--- src/rtl/fp_alu_arbiter.sv ---
// Round-robin arbiter that shares one FP add/mul ALU between two requesters, with one op in flight.
// Optional watchdog timeout response is enabled by defining FP_ARB_TIMEOUT_EN.
module fp_alu_arbiter #(
  parameter int unsigned TIMEOUT_CYCLES = 64,
  parameter int unsigned CNT_W          = 7
) (
  input  logic        clk,
  input  logic        rst,
  input  logic        req0_vld,
  output logic        req0_rdy,
  input  logic [31:0] req0_a,
  input  logic [31:0] req0_b,
  input  logic        req0_op,
  input  logic        req1_vld,
  output logic        req1_rdy,
  input  logic [31:0] req1_a,
  input  logic [31:0] req1_b,
  input  logic        req1_op,
  output logic        alu_vld,
  output logic [31:0] alu_a,
  output logic [31:0] alu_b,
  output logic        alu_opcode,
  input  logic [31:0] alu_res,
  input  logic        alu_res_vld,
  input  logic        alu_ovf,
  output logic        rsp_vld,
  input  logic        rsp_rdy,
  output logic        rsp_id,
  output logic [31:0] rsp_res,
  output logic        rsp_ovf,
  output logic        rsp_err,
  output logic        busy
);

  typedef enum logic [1:0] {S_IDLE, S_ISSUE, S_WAIT, S_RESP} state_e;

  if (2 ** CNT_W <= TIMEOUT_CYCLES) begin : g_bad_cfg
    $error("fp_alu_arbiter: CNT_W too narrow for TIMEOUT_CYCLES");
  end

  state_e      state_q, state_d;
  logic        last_grant_q, last_grant_d;
  logic        alu_vld_q, alu_vld_d;
  logic [31:0] alu_a_q, alu_a_d;
  logic [31:0] alu_b_q, alu_b_d;
  logic        alu_op_q, alu_op_d;
  logic        rsp_vld_q, rsp_vld_d;
  logic        rsp_id_q, rsp_id_d;
  logic [31:0] rsp_res_q, rsp_res_d;
  logic        rsp_ovf_q, rsp_ovf_d;
`ifdef FP_ARB_TIMEOUT_EN
  logic             rsp_err_q, rsp_err_d;
  logic [CNT_W-1:0] wdog_q, wdog_d;
`endif

  logic grant_any;
  logic grant_id;
  logic in_idle;

  // Tie goes to the requester that did not win last; rdy is also masked while reset is asserted.
  always_comb begin
    grant_any = req0_vld | req1_vld;
    grant_id  = (req0_vld & req1_vld) ? ~last_grant_q : req1_vld;
    in_idle   = (state_q == S_IDLE);
    req0_rdy  = rst & in_idle & req0_vld & ~grant_id;
    req1_rdy  = rst & in_idle & req1_vld & grant_id;
  end

  always_comb begin
    state_d      = state_q;
    last_grant_d = last_grant_q;
    alu_vld_d    = alu_vld_q;
    alu_a_d      = alu_a_q;
    alu_b_d      = alu_b_q;
    alu_op_d     = alu_op_q;
    rsp_vld_d    = rsp_vld_q;
    rsp_id_d     = rsp_id_q;
    rsp_res_d    = rsp_res_q;
    rsp_ovf_d    = rsp_ovf_q;
`ifdef FP_ARB_TIMEOUT_EN
    rsp_err_d    = rsp_err_q;
    wdog_d       = wdog_q;
`endif
    unique case (state_q)
      S_IDLE: begin
        if (grant_any) begin
          alu_a_d      = grant_id ? req1_a  : req0_a;
          alu_b_d      = grant_id ? req1_b  : req0_b;
          alu_op_d     = grant_id ? req1_op : req0_op;
          rsp_id_d     = grant_id;
          last_grant_d = grant_id;
          alu_vld_d    = 1'b1;
          state_d      = S_ISSUE;
        end
      end
      S_ISSUE: begin
        alu_vld_d = 1'b0;
        state_d   = S_WAIT;
`ifdef FP_ARB_TIMEOUT_EN
        wdog_d    = '0;
`endif
      end
      S_WAIT: begin
        if (alu_res_vld) begin
          rsp_res_d = alu_res;
          rsp_ovf_d = alu_ovf;
          rsp_vld_d = 1'b1;
          state_d   = S_RESP;
`ifdef FP_ARB_TIMEOUT_EN
          rsp_err_d = 1'b0;
        end else if (wdog_q == CNT_W'(TIMEOUT_CYCLES - 1)) begin
          rsp_res_d = 32'h7FC0_0000;
          rsp_ovf_d = 1'b0;
          rsp_err_d = 1'b1;
          rsp_vld_d = 1'b1;
          state_d   = S_RESP;
        end else begin
          wdog_d = wdog_q + 1'b1;
`endif
        end
      end
      S_RESP: begin
        if (rsp_rdy) begin
          rsp_vld_d = 1'b0;
          state_d   = S_IDLE;
        end
      end
      default: state_d = S_IDLE;
    endcase
  end

  always_ff @(posedge clk or negedge rst) begin
    if (!rst) begin
      state_q      <= S_IDLE;
      last_grant_q <= 1'b1;
      alu_vld_q    <= 1'b0;
      alu_a_q      <= '0;
      alu_b_q      <= '0;
      alu_op_q     <= 1'b0;
      rsp_vld_q    <= 1'b0;
      rsp_id_q     <= 1'b0;
      rsp_res_q    <= '0;
      rsp_ovf_q    <= 1'b0;
`ifdef FP_ARB_TIMEOUT_EN
      rsp_err_q    <= 1'b0;
      wdog_q       <= '0;
`endif
    end else begin
      state_q      <= state_d;
      last_grant_q <= last_grant_d;
      alu_vld_q    <= alu_vld_d;
      alu_a_q      <= alu_a_d;
      alu_b_q      <= alu_b_d;
      alu_op_q     <= alu_op_d;
      rsp_vld_q    <= rsp_vld_d;
      rsp_id_q     <= rsp_id_d;
      rsp_res_q    <= rsp_res_d;
      rsp_ovf_q    <= rsp_ovf_d;
`ifdef FP_ARB_TIMEOUT_EN
      rsp_err_q    <= rsp_err_d;
      wdog_q       <= wdog_d;
`endif
    end
  end

  assign alu_vld    = alu_vld_q;
  assign alu_a      = alu_a_q;
  assign alu_b      = alu_b_q;
  assign alu_opcode = alu_op_q;
  assign rsp_vld    = rsp_vld_q;
  assign rsp_id     = rsp_id_q;
  assign rsp_res    = rsp_res_q;
  assign rsp_ovf    = rsp_ovf_q;
  assign busy       = (state_q != S_IDLE);
`ifdef FP_ARB_TIMEOUT_EN
  assign rsp_err    = rsp_err_q;
`else
  assign rsp_err    = 1'b0;
`endif

endmodule

--- config.mk ---
export PLATFORM = sky130hd
export DESIGN_NAME = fp_alu_arbiter
export DESIGN_NICKNAME = d
export VERILOG_FILES = /design/src/rtl/fp_alu_arbiter.sv
export SDC_FILE = /design/constraint.sdc
export NUM_CORES = 1
export LEC_CHECK = 0
export ABC_AREA = 1
export CORE_MARGIN = 2
export CORE_UTILIZATION = 35
export DETAILED_ROUTE_END_ITERATION = 10
export GPL_TIMING_DRIVEN = 0
export PLACE_DENSITY = 0.71
export SLEW_MARGIN = 10
export SYNTH_ARGS = -nofsm -noshare
export SYNTH_HDL_FRONTEND = slang
export SYNTH_SLANG_ARGS = --single-unit
--- constraint.sdc ---
create_clock -name clk -period 1.75 [get_ports clk]
set_input_delay 0.35 -clock clk [delete_from_list [all_inputs] [get_ports clk]]
set_output_delay 0.35 -clock clk [all_outputs]
set_load 0.01 [all_outputs]
Yosys cells after proc, flatten, opt, wreduce, memory -nomap -nowiden
Index checks and enable logic that the tools add are counted.
{"block": "word_totals", "register_bits": 104, "out_inout_bits": 105, "word_cells": 47}
{"block": "classes", "n_bitwise": 9, "n_mux": 13, "eq_ne": 6, "n_reduce_logical": 9}
{"op": "32-bit two-way mux", "n": 2}
{"op": "2-bit one-hot mux with 4 select lines", "n": 1}
{"op": "1-bit AND", "n": 6}
{"op": "2-bit two-way mux", "n": 3}
{"op": "2-bit != test (second input constant)", "n": 3}
{"op": "2-bit AND reduction", "n": 3}
{"op": "3-bit AND reduction", "n": 2}
{"op": "2-bit nonzero test", "n": 3}
{"op": "1-bit two-way mux", "n": 5}
{"op": "2-bit == test (second input constant)", "n": 2}
{"op": "1-bit one-hot mux with 2 select lines", "n": 2}
{"op": "2-bit by 1-bit == test with 1-bit output (second input constant)", "n": 1}
{"op": "2-bit logical NOT", "n": 1}
{"op": "1-bit NOT", "n": 2}
{"op": "1-bit bitwise OR", "n": 1}

Longest topological paths before layout
{"block": "logic_depth", "word_depth": 4, "depth_mapped": 9, "ltp_nobuf": 7}

Worst setup path before layout
Ideal clock, no wire load.
{"block": "synth_path", "path_type": "reg-to-output", "from": "register last_grant_q", "to": "output port req0_rdy", "arrival_time_ps": 1196, "n_path_buf": 1, "path_slack_ps": 204, "required_time_ps": 1400, "stages_incl_launch_ff": 6, "cell_sequence": "dfstp_2 -> nand2_1 -> nand2_1 -> clkbuf_1 -> nand2_1 -> nor2_1"}
{"block": "synth_via", "elab_chain_len": 4}
{"element": "from (decl)", "line_no": "42", "text": "logic last_grant_q, last_grant_d;"}
{"element": "from (signal assigned)", "line_no": "150", "text": "last_grant_q <= last_grant_d;"}
{"element": "1-bit NOT", "line_no": "63", "text": "grant_id = (req0_vld & req1_vld) ? ~last_grant_q : req1_vld;"}
{"element": "1-bit two-way mux", "line_no": "63"}
{"element": "1-bit NOT", "line_no": "65", "text": "req0_rdy = rst & in_idle & req0_vld & ~grant_id;"}
{"element": "1-bit AND", "line_no": "65"}
{"element": "to (decl)", "line_no": "10", "text": "output logic req0_rdy,"}
Every way passes these cells.

Worst setup path in the final report
Same ends and word-level chain as after synthesis.

==> summary.md <==
| Metric | Value |
|---|---|
| Final hold slack | 0.05871 ns |
| Max-Cap Viols | 0 |
| Total vias in the final route | 5301 |
| Inserted Clock Buffers | 9 |
| Status | complete, no violations |
| RSZ-0062 raised after global routing | yes |
| Vias in the first global route | 5257 |
| CTS Sinks | 104 |
| Setup ws final | 0.01268 ns |
| Critical Path End Type | primary output |
| Clock Tree Root | clkbuf_16 |
| Leak pwr | 4.336 nW |
| CTS tree | done |
| Cell accounting for the most synthesized area | dfrtp_1 |
| Sw frac | 0.3701 |
| Layout cells sized above 1 | 0.06823 |
| Detail Placement HPWL | about 12 mm |
| Initial antenna violation count | 0 |
| Max FO, Critical Path | 4 |
| Synth cell types | 18 |
| Slowest CP cell | dfstp_2 |
| Post-synth top cells | nand2_1, dfrtp_1, inv_1 |
| Layout net count | 1150 |
| Core Box Area | 0.01453 mm2 |
| Placed inst area | 0.008173 mm2 |
| Final period util | 0.9928 |
| Maximum vdd ir drop | ~0.00078 V |
| Post-route DRC | 0 |
| Cell with the most instances after synthesis | nand2_1 |
| Pre-CTS setup slack | -0.9018 ns |
| GRT overflow | 0 |
| Final Util | 0.5946 |
| Die Area | 0.01582 mm2 |
| IO buf count | 272 |
| Final Hold Violating Endpoints | 0 |
| Routed wire length per instance | 14.36 um |
| Total GRT Usage | 0.2132 |
| Slew Viols, Final | 0 |
| Final WL | 16.75 mm |
| Vias/cell | 4.546 |
| First-pass GRT wire length | 27.23 mm |
| Crit Path Class | reg -> out |
| Syn avg cell area | 7.612 um2 |
| Slew headroom | 0.6540 |
| Routability Congestion | 0.8037 |
| Net Count, Synth | 855 |
| Combinational Power Share | 0.514 |
| Ant diodes | 0 |
| Synth-to-Final Area Change | 66.47% |
| Clk slew on worst S/H paths | 0.07 ns |
| Psw | 4.741 mW |
| HP Class | in -> async |
| Pwr Density | 1482 mW/mm2 |
| Number of flops mapped to enable cells by yosys | 0 |
| I/O Pins | about 270 |
| Initial Util | 0.3572 |
| Slowest stage delay, CP | 0.54 ns |
| Main area contributors after synthesis | dfrtp_1, nand2_1, nand3b_1 |
| DIE WIDTH | 125.8 um |
| Post-synth ARST share | 1.000 |
| Cell repeated most along the worst path | nand2_2 |
| Fmax | around 580 MHz |
| Synthesized area | 0.005191 mm2 |
| Clock Skew | 0.005354 ns |
| Synth Register Bits | approximately 100 |
| Clock share of power | 0.155 |
| Final setup fails | 0 |
| Die H | 125.8 um |
| Pint | roughly 8.1 mW |
| DRT iter0 DRCs | 242 |
| Yosys top cell area share | 0.4965 |
| Sequential share of the synthesized area | 0.5016 |
| Crit path launch type | flop |
| Syn Inst Count | roughly 680 |
| Worst Path Required | 1.40 ns |
| Slew @ Worst Pin | between 0.5 and 0.6 ns |
| Sequential power share | 0.331 |
| Clk Latency, worst-skew pair | 0.35 ns |
| Final min period | 1.737 ns |
| Cell area after layout | 0.008642 mm2 |
| Yosys warns | 0 |
| Placement Rows | 44 |
| Detail Route Antenna Nets | 0 |
| H-tree Lvls | 3 |
| Worst path cell trace | nand2_2 > nand2_2 > buf_8 > nand2_2 > nor2_1 > buf_2 |
| Most used DFF post-synth | dfrtp_1 |
| First drt pass iteration count | 4 |
| Largest net degree at the start of global routing | 39 |
| Total chip power | 12.81 mW |
| CTS max path bufs | 2 |
| WP data arrival | 1.39 ns |
placed cells by master, fill, tap and decap left out, types with 2 or more instances in the layout:
master,count
buf_4,12
nand2_1,313
nand4_1,2
buf_2,19
clkinv_4,3
clkbuf_1,14
nand2_2,3
nand3b_1,65
inv_2,4
ha_1,3
nor2_1,3
clkbuf_16,9
buf_1,2
clkdlybuf4s50_1,266
dfrtp_1,103
inv_1,71
clkbuf_8,2
buf_12,3
clkbuf_4,2
nand3_1,68
critical path: cells and delay by family, from the launching register on:
kind          cells  cell delay [ns]
flops             1             0.54
simple gates      4             0.26
buf+inv           2             0.25
per-layer routing:
| metal | up-vias | wire length [um] | track usage |
|---|---|---|---|
| met5 | - | 0 | 0 |
| met4 | 0 | 259 | 0.05882 |
| met3 | 19 | 1438 | 0.06839 |
| met2 | 199 | 7786 | 0.3501 |
| met1 | 2397 | 7265 | 0.2727 |
| li1 | 2686 | - | - |
area by class of cell:
type                    count  area [um2]
fillers                  1327        5892
repair buffers            284        2888
flip-flops and latches    104        2604
multi-input cells         461        2128
inverters                  75       281.5
clock buffers              11       252.7
well taps                 184       230.2
plain buffers              42       217.7
clock inverters             5       40.04
what timing repair did:
item                       4_1_cts  5_1_grt
setup buffers                    4        3
resized for setup               19       10
cloned                           1        0
setup endpoints to repair       11       57
hold endpoints to repair        38        0
hold buffers                     3        0
pin swaps                        2        0
logic make-up after synthesis:
group	synth area share
AND/OR/NAND/NOR	0.3948
buffers and inverters	0.09231
flip-flops	0.5016
adder cells (fa/ha/maj)	0.009641
AO/OA/AOI/OAI	0.0009632
other	0.0007224
flip-flops by register name, indices dropped and copies added, names as in the netlist, 2 cells and up:
name and count:
rsp_res 32, state_q 2, alu_a 32, alu_b 32
power by group through the flow:
stage               clock, mW  combinational, mW  sequential, mW
CTS                      2.05               6.62            4.24
global route             2.15               7.29            4.38
finish                   1.99               6.58            4.24
floorplan                   0               2.40            4.77
detailed placement          0               6.49            4.26
global placement            0               6.43            4.24
final timing paths:
| path | startpoint | endpoint | slack, ns | cells past startpoint |
|---|---|---|---|---|
| max | last_grant_q | req0_rdy | 0.01 | 6 |
| min in group clk | last_grant_q | last_grant_q | 0.48 | 2 |
| min | rst | rsp_res[26] | 0.06 | 3 |
| max reg2reg | last_grant_q | alu_b[0] | 0.15 | 8 |
| min reg2reg | last_grant_q | last_grant_q | 0.48 | 2 |
| max in group asynchronous | rst | rsp_res[29] | 1.47 | 2 |
metrics by stage:
step                      setup TNS [ns]  std cells
after global placement           -424.82       1138
after global routing             -0.1096       1166
after detailed placement          -13.88       1139
final                                  0       1166
after floorplan                        0        682
after CTS                       -0.06374       1163
(Power assumes the default switching activity.)
